### config.mk
export PLATFORM = sky130hd
export DESIGN_NAME = return_stack_flat
export DESIGN_NICKNAME = d
export VERILOG_FILES = /design/src/rtl/return_stack_if.sv /design/src/rtl/return_stack.sv /design/src/flat_wrapper.sv
export SDC_FILE = /design/constraint.sdc
export NUM_CORES = 1
export LEC_CHECK = 0
export BUFFER_PORTS_ARGS = -buffer_cell sky130_fd_sc_hd__buf_2
export CORE_MARGIN = 2
export CORE_UTILIZATION = 35
export DETAILED_ROUTE_END_ITERATION = 10
export GPL_TIMING_DRIVEN = 0
export PLACE_DENSITY = 0.6
export SYNTH_ARGS = -nofsm -noshare
export SYNTH_HDL_FRONTEND = slang
export SYNTH_SLANG_ARGS = --single-unit
### constraint.sdc
create_clock -name clk -period 4.6 [get_ports clk]
set_input_delay 0.46 -clock clk [delete_from_list [all_inputs] [get_ports clk]]
set_output_delay 0.46 -clock clk [all_outputs]
set_load 0.05 [all_outputs]
### src/rtl/return_stack_if.sv
// Control-unit / PC side bundle for the return-address stack.
// The control unit drives push/pop/err_clr. The stack drives the PC load path and status.
interface return_stack_if #(
  parameter int WIDTH = 16,
  parameter int DEPTH = 8,
  parameter int AW    = 3
);
  logic             push;
  logic [WIDTH-1:0] push_data;
  logic             pop;
  logic             err_clr;
  logic [WIDTH-1:0] pc_data;
  logic             pc_write;
  logic [WIDTH-1:0] top;
  logic [AW:0]      count;
  logic             empty;
  logic             full;
  logic             overflow;
  logic             underflow;

  modport master (
    output push, push_data, pop, err_clr,
    input  pc_data, pc_write, top, count, empty, full, overflow, underflow
  );
  modport slave (
    input  push, push_data, pop, err_clr,
    output pc_data, pc_write, top, count, empty, full, overflow, underflow
  );
endinterface

### src/rtl/return_stack.sv
// Circular return-address stack feeding the PC write port.
// A pop produces a registered one-cycle pc_write strobe together with the popped address.
module return_stack #(
  parameter int WIDTH = 16,
  parameter int DEPTH = 8,
  parameter int AW    = 3
) (
  input  logic          clk,
  input  logic          rst,
  return_stack_if.slave s
);
  localparam logic [AW:0] FULL_CNT = (AW+1)'(DEPTH);

  logic [WIDTH-1:0] mem [DEPTH];
  logic [AW-1:0]    sp, tp;
  logic [AW:0]      count;
  logic             nonempty, is_full, do_pop, replace, ovf_set, unf_set;

  assign tp       = sp - 1'b1;
  assign nonempty = (count != '0);
  assign is_full  = (count == FULL_CNT);
  assign do_pop   = s.pop && nonempty;
  assign replace  = s.push && do_pop;
  // Overflow only flags a push that actually evicts the oldest entry.
  assign ovf_set  = s.push && !s.pop && is_full;
  assign unf_set  = s.pop && !nonempty;

  // Storage has no reset; reset still blocks writes.
  always_ff @(posedge clk) begin
    if (rst) begin
      if (replace)     mem[tp] <= s.push_data;
      else if (s.push) mem[sp] <= s.push_data;
    end
  end

  always_ff @(posedge clk) begin
    if (!rst) begin
      sp          <= '0;
      count       <= '0;
      s.pc_data   <= '0;
      s.pc_write  <= 1'b0;
      s.overflow  <= 1'b0;
      s.underflow <= 1'b0;
    end else begin
      s.pc_write <= do_pop;
      if (do_pop) s.pc_data <= mem[tp];

      if (!replace) begin
        if (s.push) begin
          sp <= sp + 1'b1;
          if (!is_full) count <= count + 1'b1;
        end else if (do_pop) begin
          sp    <= tp;
          count <= count - 1'b1;
        end
      end

      s.overflow  <= ovf_set || (s.overflow  && !s.err_clr);
      s.underflow <= unf_set || (s.underflow && !s.err_clr);
    end
  end

  assign s.count = count;
  assign s.empty = !nonempty;
  assign s.full  = is_full;
  assign s.top   = nonempty ? mem[tp] : '0;
endmodule

### src/flat_wrapper.sv
// flat-port wrapper written by rule: the top's interface ports become plain ports
module return_stack_flat 
#(
  parameter int WIDTH = 16,
  parameter int DEPTH = 8,
  parameter int AW    = 3
)
  (clk, rst, s_push, s_push_data, s_pop, s_err_clr, s_pc_data, s_pc_write, s_top, s_count, s_empty, s_full, s_overflow, s_underflow);
  return_stack_if #(.WIDTH(WIDTH), .DEPTH(DEPTH), .AW(AW)) s_i ();
  input  logic clk;
  input  logic rst;
  input wire logic [$bits(s_i.push)-1:0] s_push;
  input wire logic [$bits(s_i.push_data)-1:0] s_push_data;
  input wire logic [$bits(s_i.pop)-1:0] s_pop;
  input wire logic [$bits(s_i.err_clr)-1:0] s_err_clr;
  output wire logic [$bits(s_i.pc_data)-1:0] s_pc_data;
  output wire logic [$bits(s_i.pc_write)-1:0] s_pc_write;
  output wire logic [$bits(s_i.top)-1:0] s_top;
  output wire logic [$bits(s_i.count)-1:0] s_count;
  output wire logic [$bits(s_i.empty)-1:0] s_empty;
  output wire logic [$bits(s_i.full)-1:0] s_full;
  output wire logic [$bits(s_i.overflow)-1:0] s_overflow;
  output wire logic [$bits(s_i.underflow)-1:0] s_underflow;
  assign s_i.push = s_push;
  assign s_i.push_data = s_push_data;
  assign s_i.pop = s_pop;
  assign s_i.err_clr = s_err_clr;
  assign s_pc_data = s_i.pc_data;
  assign s_pc_write = s_i.pc_write;
  assign s_top = s_i.top;
  assign s_count = s_i.count;
  assign s_empty = s_i.empty;
  assign s_full = s_i.full;
  assign s_overflow = s_i.overflow;
  assign s_underflow = s_i.underflow;
  return_stack #(.WIDTH(WIDTH), .DEPTH(DEPTH), .AW(AW)) u_core (.clk(clk), .rst(rst), .s(s_i));
endmodule
# After elaboration in Yosys (flattened, before gate mapping)
# Memories as Yosys holds them, arrays and structs flattened.
# Index checks and enable logic that the tools add are counted.
[totals] reg_bits=26 latchBits=0 ram_bits=128 romBits=0 out_inout_bits=41 elab_cells=47 mem_count=1
[classes] add_sub_neg=4 mul=0 n_div=0 order_cmp=0 eq_ne=2 shift=0 n_mux=16 n_bitwise=1 reduce_logical=17
[memory_table] name="u_core.mem" words=8 word_bits=16 rd=1 rd_clocked_by_memory_dff=0 wr=1 line="return_stack.sv:14" text="logic [WIDTH-1:0] mem [DEPTH];"
[ops] operator="$mux 16" count=2
[ops] operator="$reduce_or 16->1" count=1
[ops] operator="$mux 4" count=3
[ops] operator="$mux 3" count=3
[ops] operator="$mux 1" count=8
[ops] operator="$logic_and 1x1->1" count=7
[ops] operator="$add 4x1->4 const B" count=1
[ops] operator="$eq 4x4->1 const B" count=1
[ops] operator="$reduce_bool 4->1" count=1
[ops] operator="$sub 4x1->4 const B" count=1
[ops] operator="$add 3x1->3 const B" count=1
[ops] operator="$logic_not 1->1" count=3
[ops] operator="$reduce_and 3->1" count=1
[ops] operator="$sub 3x1->3 const B" count=1
[ops] operator="$logic_or 1x1->1" count=2
[ops] operator="$ne 2x2->1 const B" count=1
[ops] operator="$reduce_and 2->1" count=1
[ops] operator="$reduce_bool 2->1" count=1
[ops] operator="$not 1->1" count=1

# Depth between registers and ports, before layout
# Gate-level depths: netlist of run 1.
[depth] ltp_word=8 depth_mapped=10 ltp_nobuf=7

# Least setup slack after synthesis of run 1
# Ideal clock, no wire load.
[synth_path] path_type="reg2reg" startpoint="register u_core.count[0], in the netlist u_core.s.count[0]" endpoint="memory u_core.mem[0][0], enable pin" setup_ps=390 arrival_ps=2727 required_ps=4210 path_slack_ps=1483 stages_incl_launch_ff=7 path_buffers=0 path_cell_list="dfxtp_1 > nor4_4 > or2b_1 > ha_1 > xnor2_1 > or3_1 > nor2b_1"
[synth_via] elab_chain_len=8 elab_cells_between_ends=12 classes_between="mux: 8; reduce/logical: 4"
[synth_lines] element="from (decl)" line="return_stack.sv:16" text="logic [AW:0] count;"
[synth_lines] element="from (signal assigned)" line="return_stack.sv:51" text="if (!is_full) count <= count + 1'b1;"
[synth_lines] element="from (signal assigned)" line="return_stack.sv:54" text="count <= count - 1'b1;"
[synth_lines] element="$reduce_bool 4->1 *" line="return_stack.sv:20" text="assign nonempty = (count != '0);"
[synth_lines] element="$logic_and 1x1->1 *" line="return_stack.sv:22" text="assign do_pop = s.pop && nonempty;"
[synth_lines] element="$logic_and 1x1->1 *" line="return_stack.sv:23" text="assign replace = s.push && do_pop;"
[synth_lines] element="$mux 1" line="return_stack.sv:31" text="if (replace) mem[tp] <= s.push_data;"
[synth_lines] element="$mux 1" line="return_stack.sv:30" text="if (rst) begin"
[synth_lines] element="$mux 1 (not written as such)" line="return_stack.sv:32" text="else if (s.push) mem[sp] <= s.push_data;"
[synth_lines] element="$reduce_or 16->1 (no source line)"
[synth_lines] element="$mux 3 (no source line) or $mux 1 (tied branches)"
[synth_lines] element="to (decl)" line="return_stack.sv:14"
# Every way passes the cells marked *; elsewhere a longest branch is shown, timed or not.

# Final worst setup path of run 1
[layout_path] startpoint="register u_core.sp[0]" endpoint="output port s_top[5]"
[layout_via] elab_chain_len=3
[layout_lines] element="from (decl)" line="return_stack.sv:15" text="logic [AW-1:0] sp, tp;"
[layout_lines] element="from (signal assigned)" line="return_stack.sv:50" text="sp <= sp + 1'b1;"
[layout_lines] element="from (signal assigned)" line="return_stack.sv:53" text="sp <= tp;"
[layout_lines] element="$sub 3x1->3" line="return_stack.sv:19" text="assign tp = sp - 1'b1;"
[layout_lines] element="$mem_v2 8x16"
[layout_lines] element="$mux 16" line="return_stack.sv:66" text="assign s.top = nonempty ? mem[tp] : '0;"
[layout_lines] element="to (decl)" line="flat_wrapper.sv:18" text="output wire logic [$bits(s_i.top)-1:0] s_top;"
# No other way between the ends.

==> results of run 1 <==
[logic make-up after synthesis]
kind of cell / after synthesis
mux: 52
xor+xnor: 7
buf+inv: 23
compound gates: 47
fa+ha+maj: 8
flops: 154
simple gates: 49
[sequential cells by signal, indices dropped and copies added, names as in the netlist]
signal	flops
u_core.s.overflow	1
u_core.mem	128
u_core.s.count	4
u_core.s.underflow	1
u_core.sp	3
u_core.s.pc_data	16
u_core.s.pc_write	1
[per-stage QoR]
stage	setup WS, ns	hold slack (ns)	instance area (sq um)	cells
5_1_grt	0.744	0.306	7510	666
6_report	0.970	0.307	7510	666
3_3_place_gp	0.559	0.457	6710	626
3_5_place_dp	1.27	0.465	6850	634
4_1_cts	0.878	0.288	7510	666
2_1_floorplan	1.48	0.511	6120	340
[metal layers]
metal	up-vias	routed length (um)
met3	12	720
met2	86	6470
met5	-	11
met4	2	150
met1	1674	5810
li1	1524	-
[cell usage in the layout, fill, tap and decap left out, types with 2 or more instances in the layout]
| cell | count |
|---|---|
| sky130_fd_sc_hd__ha_1 | 7 |
| sky130_fd_sc_hd__buf_8 | 9 |
| sky130_fd_sc_hd__clkbuf_1 | 7 |
| sky130_fd_sc_hd__nor2_2 | 6 |
| sky130_fd_sc_hd__clkbuf_16 | 17 |
| sky130_fd_sc_hd__nor2_1 | 23 |
| sky130_fd_sc_hd__xnor2_1 | 6 |
| sky130_fd_sc_hd__nand2_1 | 4 |
| sky130_fd_sc_hd__and4_1 | 2 |
| sky130_fd_sc_hd__dfxtp_1 | 26 |
| sky130_fd_sc_hd__o2bb2ai_1 | 3 |
| sky130_fd_sc_hd__mux2i_1 | 19 |
| sky130_fd_sc_hd__o21ai_0 | 4 |
| sky130_fd_sc_hd__clkinv_2 | 3 |
| sky130_fd_sc_hd__bufinv_16 | 5 |
| sky130_fd_sc_hd__nand2b_1 | 2 |
| sky130_fd_sc_hd__inv_1 | 5 |
| sky130_fd_sc_hd__edfxtp_1 | 128 |
| sky130_fd_sc_hd__a21oi_1 | 23 |
| sky130_fd_sc_hd__clkbuf_8 | 4 |
| sky130_fd_sc_hd__buf_2 | 65 |
| sky130_fd_sc_hd__a211oi_1 | 2 |
| sky130_fd_sc_hd__nor2b_2 | 2 |
| sky130_fd_sc_hd__buf_4 | 4 |
| sky130_fd_sc_hd__mux4_2 | 32 |
| sky130_fd_sc_hd__buf_6 | 3 |
| sky130_fd_sc_hd__o21ai_1 | 13 |
| sky130_fd_sc_hd__nand3_1 | 2 |
[layout make-up]
class / count / area (sq um)
Tap cell: 225 / 282
Inverter: 7 / 26.3
Clock buffer: 24 / 492
Fill cell: 1525 / 9670
Clock inverter: 8 / 165
Sequential cell: 154 / 4360
Buffer: 16 / 114
Timing Repair Buffer: 69 / 425
Multi-Input combinational cell: 163 / 1640
[worst paths after layout]
path / start / to / slack, ns / depth (start not counted)
max: u_core.sp[0] / s_top[5] / 0.97 / 10
min: s_push_data[0] / u_core.mem[6][0] / 0.31 / 1
max reg2reg: u_core.s.count[0] / u_core.mem[1][4] / 1.23 / 8
min reg2reg: u_core.s.overflow / u_core.s.overflow / 0.47 / 2
==> results.ini, run 1 <==
[status]
run_status = finished clean

[yosys]
synth_top_flop_cell = sky130_fd_sc_hd__edfxtp_1
synth_simple_gate_area_share_pct = 4.11
yosys_register_bits = 154
postSynthNetCount = 369
synthMuxAreaShare_pct = 15.1
synth_edf_count = 128
yosys.area_share.xor_xnor_pct = 1.31
synth_warnings = 0
synth_top_area_share_pct = 62.8
synth_most_common_cell = sky130_fd_sc_hd__edfxtp_1
post_synth_fa_ha_maj_area_fraction_pct = 1.76
most_area_consuming_cells_after_synthesis = sky130_fd_sc_hd__edfxtp_1, sky130_fd_sc_hd__mux4_2, sky130_fd_sc_hd__dfxtp_1
synthDistinctLibCells = 37
main_combinational_cell_family_by_area_after_synthesis = multiplexers
syn_area_sq_um = 6120
netlist_top_cells_count = sky130_fd_sc_hd__edfxtp_1, sky130_fd_sc_hd__mux4_2, sky130_fd_sc_hd__nor2_1, sky130_fd_sc_hd__dfxtp_1, sky130_fd_sc_hd__a21oi_1
asyncSetResetFlopFracSynth_pct = 0
post_synth.cell_area_avg_sq_um = 18.0
synth_area_leader_cell = sky130_fd_sc_hd__edfxtp_1
synth_seq_area_share_pct = 71.3
netlist_instances = 340
compound_cell_area_share_of_the_yosys_netlist_pct = 4.21

[clocking]
cts.sink_count = 154
clock_tree.root_cell = sky130_fd_sc_hd__clkbuf_16
cts_tree = built
cts.repair.resized = 0
path_clk_slew_ns = 0.06
ctsLongestPathBuffers = 2
cts.hold.buffers_added = 0
num_cts_buffers = 17
clkLatencyLatePin_ns = 0.42
post-cts-setup-buffer-count = 0
htree_levels = 4

[place]
buffer_ports.inserted = 61
hpwlAfterDp_um = 8860
finalWeightedCongestion = 0.739

[drt]
drt_first_iter_violations = 282
finalWirelength_um = 13200
vias = 3298
detail_route.drc_violations = 0
detailedRoute.firstPassIterationCount = 4
post_drt_wl_per_cell_um = 19.8
drt-vias-per-instance = 4.95
antenna_left = 0

[global_route]
global_route.usage.met1_pct = 20.2
antenna_found_initial = 1
met2_usage_pct = 24.3
grt_use_met3_pct = 4.10
grt_pass1_wl_um = 20100
globalRouteTotalUtil_pct = 15.3
grt_busiest_layer = met2
overflow = 0
vias_in_the_first_global_route = 3344
largest_net_degree_at_the_start_of_global_routing = 17

[sta]
setup_repair_after_global_routing_missed_its_margin = no
final_period_minus_worst_setup_slack_ns = 3.63
achievable-frequency_mhz = 275
finalHoldViolations = 0
timing.setup.tns_ns = 0
timing.final.setup_violations = 0
worst_tran_pin_value_ns = 0.735
finalCritPeriodShare_pct = 78.9
worst_slew_margin_rel_pct = 50.7
max_slew_vio_count = 0
final.setup_skew_ns = 0.00696

[finish]
area_growth_pct = 22.6
final_util_pct = 43.7
diodes = 0
finalNetCount = 457
fraction_of_layout_instances_using_a_drive_strength_above_1_pct = 35.1

[floorplan]
placeableCoreArea_sq_um = 17200
floorplan.die_area_sq_um = 18600
die-width_um = 136
die_height_um = 136
floorplan.rows = 48
floorplan.initialDensity_pct = 35.6
io_pins = 62

[worst_setup_path]
largest_incremental_delay_on_the_critical_path_ns = 0.36
crit_type = reg -> out
crit_top_cell = sky130_fd_sc_hd__buf_2
critPathArrivalTime_ns = 3.17
timing.critical_path.required_ns = 4.14
critPathMaxFanout = 10
critical-path-top-delay-family = buffers and inverters
critPathSlowestCell = sky130_fd_sc_hd__mux4_2
worstPathBufferInverterCount = 6
crit_path_start_kind = flop
path_cells = buf_4 -> buf_4 -> inv_1 -> ha_1 -> buf_2 -> buf_2 -> mux4_2 -> mux2i_1 -> nor2_1 -> buf_2
crit_path_end_kind = output pin

[flow_run]
drv.max_cap_violation_count = 0

[worst_hold_path]
hold_path.class = in -> reg

Power of run 1 is not shown: default switching activity piles up to over one toggle a cycle in this logic, so the estimate is an artifact.
==> run 2: changes to the inputs <==
- ABC_AREA: default -> 1
- PLACE_DENSITY: 0.6 -> 0.61
- clock period: 4.6 -> 3.2 ns (I/O delays scaled with it)
==> run 2 against run 1 <==
  * Worst hold slack got worse by 0.13 ns
  * Clock skew rose by 0.0017 ns
  * Clock-buffer cell count fell by 1
  * Critical path type unchanged
  * Highest routed layer is now met4
==> results.ini, run 2 <==
[yosys]
postSynthNetCount = 762
syn_area_sq_um = 6940
netlist_instances = 733
synth_warnings = 0
synth_seq_area_share_pct = 62.8
post_synth.cell_area_avg_sq_um = 9.47
most_area_consuming_cells_after_synthesis = sky130_fd_sc_hd__edfxtp_1, sky130_fd_sc_hd__nand2_1, sky130_fd_sc_hd__inv_1
asyncSetResetFlopFracSynth_pct = 0
synth_area_leader_cell = sky130_fd_sc_hd__edfxtp_1
synth_most_common_cell = sky130_fd_sc_hd__nand2_1
yosys_register_bits = 154
synth_top_area_share_pct = 55.4
synth_top_flop_cell = sky130_fd_sc_hd__edfxtp_1
netlist_top_cells_count = sky130_fd_sc_hd__nand2_1, sky130_fd_sc_hd__inv_1, sky130_fd_sc_hd__edfxtp_1, sky130_fd_sc_hd__nand3_1, sky130_fd_sc_hd__nor2_1
synthDistinctLibCells = 29
synth_edf_count = 128

[drt]
drt_first_iter_violations = 430
detailedRoute.firstPassIterationCount = 5
detail_route.drc_violations = 0
drt-vias-per-instance = 4.47
post_drt_wl_per_cell_um = 14.9
vias = 4917
finalWirelength_um = 16400
antenna_left = 0

[place]
finalWeightedCongestion = 0.755
buffer_ports.inserted = 61
hpwlAfterDp_um = 11200
post-place-cells = 1067

[power]
static-leakage-power_nw = 3.86
cell_internal_pwr_mw = 4.74
power_density_nw_per_um2 = 1040
maximum_vdd_drop_uv = 495
seq_power_share_pct = 28.9
netSwitchingPower_mw = 3.96
power.share.combinational_pct = 48.9
clock_power_share_pct = 22.2
swShare_pct = 45.5

[floorplan]
io_pins = 62
floorplan.initialDensity_pct = 35.7
floorplan.rows = 51
floorplan.die_area_sq_um = 21000
die_height_um = 145
placeableCoreArea_sq_um = 19500
die-width_um = 145

[global_route]
antenna_found_initial = 0
largest_net_degree_at_the_start_of_global_routing = 17
overflow = 0
globalRouteTotalUtil_pct = 16.5
vias_in_the_first_global_route = 4748
grt_pass1_wl_um = 25300

[finish]
top_library_cells_by_usage_in_the_layout_fill_and_taps_aside = sky130_fd_sc_hd__nand2_1, sky130_fd_sc_hd__inv_1, sky130_fd_sc_hd__edfxtp_1, sky130_fd_sc_hd__nand3_1, sky130_fd_sc_hd__buf_2
largest_register_ff_count = 128
final_common_cell = sky130_fd_sc_hd__nand2_1
diodes = 0
max_flop_register = u_core.mem
largestRegisters = u_core.mem: 128 flops, u_core.s.pc_data: 16 flops, u_core.s.count: 4 flops
final_cell_count_no_fill = 1099
final.fill_count = 1851
area_used_by_sequential_logic_in_the_layout_sq_um = 4360
area_growth_pct = 20.6
fraction_of_layout_instances_using_a_drive_strength_above_1_pct = 18.8
multi_input_comb_area_sq_um = 1810
finalNetCount = 850

[worst_setup_path]
crit_type = reg -> out
crit_path_start_kind = flop
critPathArrivalTime_ns = 2.74
crit_path_end_kind = output pin
critPathMaxFanout = 10
timing.critical_path.required_ns = 2.88
rrSetupSlack_ns = 0.30

[clocking]
post-cts-setup-buffer-count = 0
clock_tree.root_cell = sky130_fd_sc_hd__clkbuf_16
cts_tree = built
cts.sink_count = 154
ctsLongestPathBuffers = 2
path_clk_slew_ns = 0.06
htree_levels = 4
num_cts_buffers = 17
cts.hold.buffers_added = 0
clkLatencyLatePin_ns = 0.42

[sta]
final.setup_skew_ns = 0.00865
timing.final.setup_violations = 0
achievable-frequency_mhz = 327
max_slew_vio_count = 0
worst_tran_pin_value_ns = 0.602
finalCritPeriodShare_pct = 95.5
worst_slew_margin_rel_pct = 59.8
timing.setup.tns_ns = 0
setup_repair_after_global_routing_missed_its_margin = yes
finalHoldViolations = 0
final_period_minus_worst_setup_slack_ns = 3.06

[worst_hold_path]
hold_path.class = in -> reg

[status]
run_status = finished clean

[flow_run]
drv.max_cap_violation_count = 0

==> run 2: cell type report <==
class	count	share of cell area, %
multi-input combinational	386	21.6
buffer	29	2.33
tap	265	3.96
clock inverter	9	0.672
clock buffer	23	6.26
inverter	164	7.35
timing repair buffer	69	5.66
sequential	154	52.1
==> run 2: repair_timing <==
item / in CTS / in global routing
gates resized for setup: 5 / 25
pin swaps: 0 / 0
endpoints found under the hold margin: 0 / 0
endpoints found under the setup margin: 5 / 16
==> run 2: path summary, 6_finish.rpt <==
path / start / endpoint / cells past startpoint
hold / removal: s_err_clr / u_core.s.overflow / 4
setup reg to reg: u_core.s.count[0] / u_core.mem[4][0] / 10
hold reg to reg: u_core.s.pc_data[1] / u_core.s.pc_data[1] / 4
setup / recovery: u_core.sp[0] / s_top[13] / 12
==> run 2: kinds of logic (layout without fill, tap and decap cells) <==
family          Yosys count  count (layout)  synth area share [%]
simple gates            348             348                  21.3
buf+inv                 193             294                  11.5
flops                   154             154                  62.8
compound gates           27              27                  2.49
fa+ha+maj                 8               8                  1.55
xor+xnor                  3               3                 0.378
==> run 2: worst max-delay path, stage by stage, from the launching register on <==
cell	delay, ns
sky130_fd_sc_hd__dfxtp_1	0.38
sky130_fd_sc_hd__inv_2	0.06
sky130_fd_sc_hd__buf_6	0.14
sky130_fd_sc_hd__buf_2	0.20
sky130_fd_sc_hd__ha_1	0.31
sky130_fd_sc_hd__buf_2	0.18
sky130_fd_sc_hd__inv_2	0.14
sky130_fd_sc_hd__buf_4	0.22
sky130_fd_sc_hd__nand3_1	0.10
sky130_fd_sc_hd__nand3_1	0.09
sky130_fd_sc_hd__nand2_1	0.10
sky130_fd_sc_hd__nor2_1	0.13
sky130_fd_sc_hd__clkbuf_4	0.25
==> run 2: power groups by stage <==
stage / sequential [mW] / combinational [mW] / clock [mW]
final: 2.52 / 4.25 / 1.93
after global routing: 2.54 / 4.57 / 2.05
after global placement: 2.56 / 3.97 / 0
after detailed placement: 2.56 / 4.07 / 0
after CTS: 2.52 / 4.13 / 1.96
after floorplan: 2.86 / 2.58 / 0
==> run 2: routing by layer <==
layer	global-route usage [%]	share of wire, %	vias up
li1	-	-	2471
met1	21.2	46	2297
met2	27.4	47	129
met4	5.52	1.6	0
met3	3.92	5.7	20
met5	0	0	-
==> run 2: stage by stage <==
step | setup WS (ns) | cell area, sq um | power [mW] | hold slack (ns) | utilization (%)
global route | 0.00201 | 8370 | 9.17 | 0.179 | 43.0
finish | 0.143 | 8370 | 8.70 | 0.173 | 43.0
global placement | -0.358 | 7580 | 6.53 | 0.498 | 39.0
detailed placement | 0.339 | 7730 | 6.63 | 0.501 | 39.7
floorplan | 0.258 | 6940 | 5.44 | 0.419 | -
CTS | 0.0143 | 8320 | 8.61 | 0.161 | 42.7
No activity file was read; power rests on OpenSTA's default activity.
